## src/rtl/fp_mul_seq_if.sv

```systemverilog
// Request/response stream for the FP multiplier sequencer.
// Operand pair in, product and flags out, valid/ready both ways.
interface fp_mul_seq_if;
  logic        i_valid;
  logic        o_ready;
  logic [31:0] i_a;
  logic [31:0] i_b;
  logic        o_valid;
  logic        i_ready;
  logic [31:0] o_res;
  logic        o_overflow;
  logic        o_underflow;

  modport master (
    output i_valid, i_a, i_b, i_ready,
    input  o_ready, o_valid, o_res,
    input  o_overflow, o_underflow
  );

  modport slave (
    input  i_valid, i_a, i_b, i_ready,
    output o_ready, o_valid, o_res,
    output o_overflow, o_underflow
  );
endinterface

```

## src/rtl/fp_mul_seq.sv

```systemverilog
// Sequencer for the serial Booth FP multiplier core: re-resets,
// loads and times the core, then buffers one result for downstream.
module fp_mul_seq #(
  parameter int RUN_CYCLES    = 25,
  parameter int SETTLE_CYCLES = 2
) (
  input  logic        i_clk,
  input  logic        i_rst,
  fp_mul_seq_if.slave bus,
  output logic [31:0] o_core_a,
  output logic [31:0] o_core_b,
  output logic        o_core_load,
  output logic        o_core_rst,
  input  logic [31:0] i_core_res,
  input  logic        i_core_overflow,
  input  logic        i_core_underflow,
  output logic        o_busy
);

  typedef enum logic [2:0] {
    IDLE,
    CLR,
    LOAD,
    RUN,
    SETTLE,
    WAIT
  } state_t;

  localparam logic [5:0] RUN_LAST = 6'(RUN_CYCLES - 1);
  localparam logic [5:0] SET_LAST = 6'(SETTLE_CYCLES - 1);

  state_t      state;
  logic [5:0]  cnt;
  logic        load_q;
  logic        valid_q;
  logic [31:0] res_q;
  logic        ovf_q;
  logic        unf_q;
  logic        slot_free;

  assign slot_free = ~valid_q | bus.i_ready;

  assign bus.o_ready     = (state == IDLE) & ~i_rst;
  assign bus.o_valid     = valid_q;
  assign bus.o_res       = res_q;
  assign bus.o_overflow  = ovf_q;
  assign bus.o_underflow = unf_q;

  assign o_core_rst  = i_rst | (state == CLR);
  assign o_core_load = load_q;
  assign o_busy      = (state != IDLE);

  always_ff @(posedge i_clk) begin
    if (i_rst) begin
      state    <= IDLE;
      cnt      <= '0;
      load_q   <= 1'b0;
      valid_q  <= 1'b0;
      res_q    <= '0;
      ovf_q    <= 1'b0;
      unf_q    <= 1'b0;
      o_core_a <= '0;
      o_core_b <= '0;
    end else begin
      // a capture below overrides this drain on the same edge
      if (valid_q & bus.i_ready) valid_q <= 1'b0;
      unique case (state)
        IDLE: begin
          if (bus.i_valid) begin
            o_core_a <= bus.i_a;
            o_core_b <= bus.i_b;
            state    <= CLR;
          end
        end
        CLR: begin
          load_q <= 1'b1;
          state  <= LOAD;
        end
        LOAD: begin
          load_q <= 1'b0;
          cnt    <= '0;
          state  <= RUN;
        end
        RUN: begin
          if (cnt == RUN_LAST) begin
            cnt   <= '0;
            state <= SETTLE;
          end else begin
            cnt <= cnt + 6'd1;
          end
        end
        SETTLE: begin
          if (cnt == SET_LAST) begin
            cnt <= '0;
            if (slot_free) begin
              res_q   <= i_core_res;
              ovf_q   <= i_core_overflow;
              unf_q   <= i_core_underflow;
              valid_q <= 1'b1;
              state   <= IDLE;
            end else begin
              state <= WAIT;
            end
          end else begin
            cnt <= cnt + 6'd1;
          end
        end
        WAIT: begin
          if (slot_free) begin
            res_q   <= i_core_res;
            ovf_q   <= i_core_overflow;
            unf_q   <= i_core_underflow;
            valid_q <= 1'b1;
            state   <= IDLE;
          end
        end
        default: state <= IDLE;
      endcase
    end
  end

endmodule

```

## src/flat_wrapper.sv

```systemverilog
// flat-port wrapper written by rule: the top's interface ports become plain ports
module fp_mul_seq_flat 
#(
  parameter int RUN_CYCLES    = 25,
  parameter int SETTLE_CYCLES = 2
)
  (i_clk, i_rst, o_core_a, o_core_b, o_core_load, o_core_rst, i_core_res, i_core_overflow, i_core_underflow, o_busy, bus_i_valid, bus_i_a, bus_i_b, bus_i_ready, bus_o_ready, bus_o_valid, bus_o_res, bus_o_overflow, bus_o_underflow);
  fp_mul_seq_if bus_i ();
  input  logic i_clk;
  input  logic i_rst;
  output logic [31:0] o_core_a;
  output logic [31:0] o_core_b;
  output logic o_core_load;
  output logic o_core_rst;
  input  logic [31:0] i_core_res;
  input  logic i_core_overflow;
  input  logic i_core_underflow;
  output logic o_busy;
  input wire logic [$bits(bus_i.i_valid)-1:0] bus_i_valid;
  input wire logic [$bits(bus_i.i_a)-1:0] bus_i_a;
  input wire logic [$bits(bus_i.i_b)-1:0] bus_i_b;
  input wire logic [$bits(bus_i.i_ready)-1:0] bus_i_ready;
  output wire logic [$bits(bus_i.o_ready)-1:0] bus_o_ready;
  output wire logic [$bits(bus_i.o_valid)-1:0] bus_o_valid;
  output wire logic [$bits(bus_i.o_res)-1:0] bus_o_res;
  output wire logic [$bits(bus_i.o_overflow)-1:0] bus_o_overflow;
  output wire logic [$bits(bus_i.o_underflow)-1:0] bus_o_underflow;
  assign bus_i.i_valid = bus_i_valid;
  assign bus_i.i_a = bus_i_a;
  assign bus_i.i_b = bus_i_b;
  assign bus_i.i_ready = bus_i_ready;
  assign bus_o_ready = bus_i.o_ready;
  assign bus_o_valid = bus_i.o_valid;
  assign bus_o_res = bus_i.o_res;
  assign bus_o_overflow = bus_i.o_overflow;
  assign bus_o_underflow = bus_i.o_underflow;
  fp_mul_seq #(.RUN_CYCLES(RUN_CYCLES), .SETTLE_CYCLES(SETTLE_CYCLES)) u_core (.i_clk(i_clk), .i_rst(i_rst), .bus(bus_i), .o_core_a(o_core_a), .o_core_b(o_core_b), .o_core_load(o_core_load), .o_core_rst(o_core_rst), .i_core_res(i_core_res), .i_core_overflow(i_core_overflow), .i_core_underflow(i_core_underflow), .o_busy(o_busy));
endmodule
```

## config.mk

```make
export PLATFORM = sky130hd
export DESIGN_NAME = fp_mul_seq_flat
export DESIGN_NICKNAME = d
export VERILOG_FILES = /design/src/rtl/fp_mul_seq_if.sv /design/src/rtl/fp_mul_seq.sv /design/src/flat_wrapper.sv
export SDC_FILE = /design/constraint.sdc
export NUM_CORES = 1
export LEC_CHECK = 0
export BUFFER_PORTS_ARGS = -buffer_cell sky130_fd_sc_hd__buf_2
export CAP_MARGIN = 30
export CORE_ASPECT_RATIO = 1.75
export CORE_MARGIN = 2
export CORE_UTILIZATION = 49
export CTS_CLUSTER_SIZE = 25
export DETAILED_ROUTE_END_ITERATION = 8
export GPL_TIMING_DRIVEN = 0
export MAX_ROUTING_LAYER = met4
export PLACE_DENSITY = 0.95
export SYNTH_ARGS = -nofsm -noshare
export SYNTH_HDL_FRONTEND = slang
export SYNTH_SLANG_ARGS = --single-unit
```

## constraint.sdc

```tcl
create_clock -name i_clk -period 2.3 [get_ports i_clk]
set_input_delay 0.23 -clock i_clk [delete_from_list [all_inputs] [get_ports i_clk]]
set_output_delay 0.23 -clock i_clk [all_outputs]
set_load 0.05 [all_outputs]
```

==> results of run 1 <==
-- state kept, by name (all words and copies together), names as in the netlist --
| name | flops |
|---|---|
| u_core.bus.o_underflow | 1 |
| u_core.bus.o_valid | 1 |
| u_core.bus.o_overflow | 1 |
| u_core.bus.o_res | 32 |
| u_core.state | 3 |
| u_core.o_core_load | 1 |
| u_core.o_core_a | 32 |
| u_core.o_core_b | 32 |
| u_core.cnt | 6 |
-- report_power, final --
| group | switching [W] | total, W | leakage (nW) | internal (W) |
|---|---|---|---|---|
| clock | 0.000685 | 0.00187 | 0.180 | 0.00118 |
| combinational | 0.000592 | 0.000809 | 1.62 | 0.000217 |
| sequential | 0.0000457 | 0.00202 | 0.887 | 0.00197 |
-- metal layers --
layer	global-route usage [%]	vias to the layer above	wire, um
li1	-	2092	-
met1	22.29	1889	4016
met2	45.55	202	6205
met3	5.047	35	845
met4	11.34	0	327
met5	-	-	0
-- final timing paths --
| check | to | cells after the start | slack [ps] | from |
|---|---|---|---|---|
| worst max-delay path | o_core_rst | 4 | 380 | u_core.state[2] |
| worst min-delay path | u_core.o_core_b[18] | 3 | 120 | bus_i_b[18] |
| worst max register to register | u_core.o_core_b[1] | 6 | 560 | u_core.state[0] |
| worst min register to register | u_core.o_core_b[31] | 2 | 450 | u_core.o_core_b[31] |
-- cell families (layout without fill, tap and decap cells) --
kind of cell	after synthesis	after routing
flip-flops	109	109
multiplexers	34	34
adder cells (fa/ha/maj)	3	3
AND/OR/NAND/NOR	238	238
buffers and inverters	39	259
AO/OA/AOI/OAI	88	88
-- per-stage QoR --
step	power [W]	instances	utilization, %	cell area [um^2]
after CTS	0.004727	848	67.59	5784
final	0.004694	848	67.59	5784
after detailed placement	0.002867	832	63.29	5416
after global routing	0.004887	848	67.59	5784
after floorplan	0.002615	511	-	4249
after global placement	0.002847	832	63.29	5416
-- worst max-delay path: cells and delay by family, from the launching register on --
| family | cells | cell delay [ps] |
|---|---|---|
| AOI/OAI and AO/OA | 1 | 200 |
| buffers and inverters | 2 | 540 |
| DFF | 1 | 480 |
| and+or+nand+nor | 1 | 120 |
-- cells in the mapped netlist (all sizes together) (4+ instances only) --
cell type and instances:
a21oi 71, and2 4, mux2i 34, nor3 5, nor2b 4, clkbuf 22
dfxtp 109, inv 5, buf 12, nand3 4, nor2 7, nand2 208
o21ai 4
-- layout make-up --
cell class,instances,area (um^2),share of cell area (%)
flip-flops and latches,109,2182,37.72
multi-input cells,363,1854,32.06
repair buffers,204,1021,17.65
clock buffers,9,225.2,3.894
plain buffers,34,193.9,3.353
well taps,117,146.4,2.531
clock inverters,7,142.6,2.466
inverters,5,18.77,0.3245
==> impl_metrics.env, run 1 <==
export IMPL_synth_simple_area_share_pct=23.03
export IMPL_cts_setup_buffers=0
export IMPL_ioPinCount=205
export IMPL_cts_hold_buf=0
export IMPL_relSlewSlack_pct=65.90
export IMPL_worst_slack_ps=384.6
export IMPL_async_reset_ff_share_pct=0
export IMPL_core_mm2=0.008558
export IMPL_start_util_pct=49.65
export IMPL_cp_slowest_cell="dfxtp_1"
export IMPL_cts_reportedPaths_clkPinSlew_ps=70
export IMPL_tightest_slew_ps=511.4
export IMPL_synth_top_family_by_area="simple AND/OR/NAND/NOR gates"
export IMPL_drcViolationCount=0
export IMPL_irDropWorstVdd_mv=0.4904
export IMPL_fin_hold_ws_ps=120.2
export IMPL_grt_use_total_pct=24.31
export IMPL_layout_nets=831
export IMPL_final_cell_mix="212 x buf_2, 208 x nand2_1, 109 x dfxtp_1"
export IMPL_synthMuxAreaShare_pct=8.009
export IMPL_path_class="reg -> out"
export IMPL_dr_pass1_iters=4
export IMPL_vias_per_cell=4.974
export IMPL_synth_xor_area_share_pct=0
export IMPL_grt_pass1_vias=4064
export IMPL_clockBufferDepth=2
export IMPL_die_y_um=127.2
export IMPL_ys_top_cells_by_area="dfxtp_1 51%, nand2_1 18%, a21oi_1 8.2%, mux2i_1 8.0%, clkbuf_1 1.9%"
export IMPL_tritoncts="done"
export IMPL_syn_inst=511
export IMPL_drt_iter0_markers=229
export IMPL_num_vias=4218
export IMPL_finalMaxSlewViolations=0
export IMPL_worstPathCellList="clkbuf_1 > nor2_1 > a21o_1 > buf_2"
export IMPL_leakagePower_nw=2.685
export IMPL_wl_per_cell_um=13.44
export IMPL_fillers=699
export IMPL_cp_max_fo=10
export IMPL_cp_end_kind="primary output"
export IMPL_rows=45
export IMPL_synth_area_per_cell_um2=8.315
export IMPL_root_buffer="clkbuf_16"
export IMPL_worstPathRequired_ps=2070
export IMPL_synth_compound_area_share_pct=11.72
export IMPL_rsz0062_at_grt="no"
export IMPL_cts_inserted_buffers=9
export IMPL_htreeDepth=3
export IMPL_synth_distinct_cells=37
export IMPL_setup_violations=0
export IMPL_gp_congestion=0.9022
export IMPL_die_x_um=74.40
export IMPL_clock_latency_ps=340
export IMPL_period_minus_slack_ps=1915
export IMPL_outcome="completed"
export IMPL_final_common_cell="buf_2"
export IMPL_arrival_ps=1690
export IMPL_postCtsResizedCells=0
export IMPL_dp_slack_ps=592.1
export IMPL_critPathMaxStageDelay_ps=480
export IMPL_clock_skew_ps=6.789
export IMPL_fin_setup_tns_ps=0
export IMPL_hold_class="in -> reg"
export IMPL_antenna_found_initial=0
export IMPL_grt_pass1_wl_um=17570
export IMPL_syn_nets=616
export IMPL_synth_top_area_share_pct=51.35
export IMPL_dp_hpwl_um=8868
export IMPL_cts_sinks=109
export IMPL_syn_area_mm2=0.004249
export IMPL_synth_largest_area_cell="dfxtp_1"
export IMPL_powerDensity_mw_per_mm2=811.4
export IMPL_wl_um=11390
export IMPL_die_area_mm2=0.009462
export IMPL_synth_fa_ha_area_share_pct=0.8834
export IMPL_ant_nets=0
export IMPL_startpoint_type="flip-flop"
export IMPL_ys_ff_latch=109
export IMPL_fmax_ghz=0.5221
export IMPL_ys_warn_count=0
export IMPL_drive_gt1_share_pct=33.11
export IMPL_synth_ff_type="dfxtp_1"
export IMPL_synth_edf_count=0
export IMPL_seq_area_frac_synth_pct=51.35
export IMPL_antenna_cells=0
export IMPL_port_buffers=204
export IMPL_period_share_pct=83.28
export IMPL_grt_overflow=0
export IMPL_synthToLayoutAreaGrowth_pct=36.13
export IMPL_hold_viol=0
export IMPL_max_cap_violations=0
export IMPL_grt_max_degree=19
Note: power is estimated with default switching activity, not from simulation.
==> run 2: changes to the inputs <==
CORE_UTILIZATION = 46   (was 49)
PLACE_DENSITY = 0.91   (was 0.95)
clock period = 1.9 ns   (was 2.3 ns; I/O delays follow)
==> impl_metrics.env, run 2 (synthesis results as in run 1) <==
export IMPL_arrival_ps=1570
export IMPL_crit_buf_inv=2
export IMPL_grt_overflow=0
export IMPL_grt_pass1_vias=4040
export IMPL_antenna_cells=0
export IMPL_wl_um=10720
export IMPL_cts_inserted_buffers=9
export IMPL_critPathCapture="o_core_rst"
export IMPL_drive_gt1_share_pct=33.24
export IMPL_grt_max_degree=20
export IMPL_irDropWorstVdd_mv=0.5034
export IMPL_postCtsResizedCells=0
export IMPL_htreeDepth=3
export IMPL_p_clk_share_pct=34.6
export IMPL_start_util_pct=47.02
export IMPL_p_switching_w=0.001618
export IMPL_die_area_mm2=0.01005
export IMPL_ioPinCount=205
export IMPL_drcViolationCount=0
export IMPL_fmax_ghz=0.5696
export IMPL_drt_iter0_markers=185
export IMPL_r2r_setup_slack_ps=220
export IMPL_setup_violations=0
export IMPL_antenna_found_initial=0
export IMPL_outcome="completed"
export IMPL_cts_setup_buffers=0
export IMPL_cp_slowest_cell="dfxtp_1"
export IMPL_crit_start="u_core.state[2]"
export IMPL_layout_nets=831
export IMPL_vias_per_cell=4.863
export IMPL_cp_end_kind="primary output"
export IMPL_cts_reportedPaths_clkPinSlew_ps=70
export IMPL_worstPathRequired_ps=1710
export IMPL_powerDensity_mw_per_mm2=913.0
export IMPL_dp_hpwl_um=8344
export IMPL_p_sw_share_pct=31.01
export IMPL_hold_class="in -> reg"
export IMPL_num_vias=4138
export IMPL_die_y_um=131.1
export IMPL_leakagePower_nw=2.652
export IMPL_final_cell_mix="212 x buf_2, 208 x nand2_1, 109 x dfxtp_1"
export IMPL_finalMaxSlewViolations=0
export IMPL_fin_setup_tns_ps=0
export IMPL_rsz0062_at_grt="no"
export IMPL_path_delay_family="flip-flops"
export IMPL_worstReg2RegEnd="u_core.bus.o_res[10]"
export IMPL_path_class="reg -> out"
export IMPL_root_buffer="clkbuf_16"
export IMPL_grt_use_total_pct=21.80
export IMPL_worstPathCellList="clkbuf_2 > nor2_1 > a21o_1 > buf_2"
export IMPL_grt_pass1_wl_um=17620
export IMPL_r2r_start="u_core.cnt[5]"
export IMPL_clockBufferDepth=2
export IMPL_period_share_pct=92.40
export IMPL_hold_depth=3
export IMPL_tritoncts="done"
export IMPL_cts_hold_buf=0
export IMPL_clock_latency_ps=340
export IMPL_cp_max_fo=10
export IMPL_ant_nets=0
export IMPL_die_x_um=76.65
export IMPL_wl_per_cell_um=12.60
export IMPL_max_cap_violations=0
export IMPL_p_seq_share_pct=46.8
export IMPL_reg2reg_depth=6
export IMPL_power_w=0.005216
export IMPL_cts_sinks=109
export IMPL_hold_viol=0
export IMPL_gp_congestion=0.8236
export IMPL_relSlewSlack_pct=66.06
export IMPL_p_int_w=0.003598
export IMPL_core_mm2=0.009036
export IMPL_dr_pass1_iters=6
export IMPL_tightest_slew_ps=509.1
export IMPL_startpoint_type="flip-flop"
export IMPL_rows=46
export IMPL_cp_num_cells=4
export IMPL_clock_skew_ps=6.766
export IMPL_synthToLayoutAreaGrowth_pct=34.45
export IMPL_final_common_cell="buf_2"
export IMPL_p_comb_share_pct=18.6
export IMPL_port_buffers=204
export IMPL_critPathMaxStageDelay_ps=490
export IMPL_period_minus_slack_ps=1756
[run 2: cell types whose count changed in the layout (fill, tap and decap cells not counted), sizes merged]
cell and change:
bufinv -4, inv +1, clkbuf +1, clkinv +2
[run 2: final cells by class]
type	instances	area, um^2
multi-input cells	363	1854
clock buffers	10	239.0
plain buffers	34	195.2
flip-flops and latches	109	2182
well taps	120	150.1
inverters	5	18.77
clock inverters	6	52.55
repair buffers	204	1021
fillers	788	3323
[run 2: per-stage QoR]
stage	utilization, %	std cells	setup WS, ps	instance area [um^2]	hold WS, ps
2_1_floorplan	-	511	118.2	4249	326.0
3_3_place_gp	59.98	835	155.1	5420	432.1
3_5_place_dp	59.98	835	191.7	5420	436.7
4_1_cts	63.21	851	65.12	5712	61.94
5_1_grt	63.22	851	52.22	5713	68.85
6_report	63.22	851	144.4	5713	75.42
[run 2: tightest hold or removal path, delay by kind of cell]
kind | cells | cell delay, ps
simple gates | 1 | 40
compound gates | 1 | 50
buf+inv | 1 | 90
[run 2: how the worst min path moves through the flow]
stage                 from                   to  slack (ps)
3_3_place_gp   bus_i_b[28]  u_core.o_core_b[28]         430
4_1_cts        bus_i_b[20]  u_core.o_core_b[20]          60
2_1_floorplan   bus_i_a[0]   u_core.o_core_a[0]         330
5_1_grt        bus_i_b[16]  u_core.o_core_b[16]          70
6_report       bus_i_a[12]  u_core.o_core_a[12]          80
3_5_place_dp    bus_i_a[4]   u_core.o_core_a[4]         440
[run 2: power by group through the flow]
stage	Clock (W)	Combinational, W	Sequential [W]
6_report	0.00181	0.000970	0.00244
5_1_grt	0.00195	0.00104	0.00245
4_1_cts	0.00186	0.000975	0.00244
3_5_place_dp	0	0.000971	0.00249
3_3_place_gp	0	0.000958	0.00249
2_1_floorplan	0	0.000327	0.00284
[run 2: per-layer routing]
layer	GRT usage (%)	share of wire, %	vias to the layer above
met5	-	0	-
met4	6.364	1.2	0
met3	5.220	7.5	10
met2	40.46	53	173
met1	22.43	38	1858
li1	-	-	2097
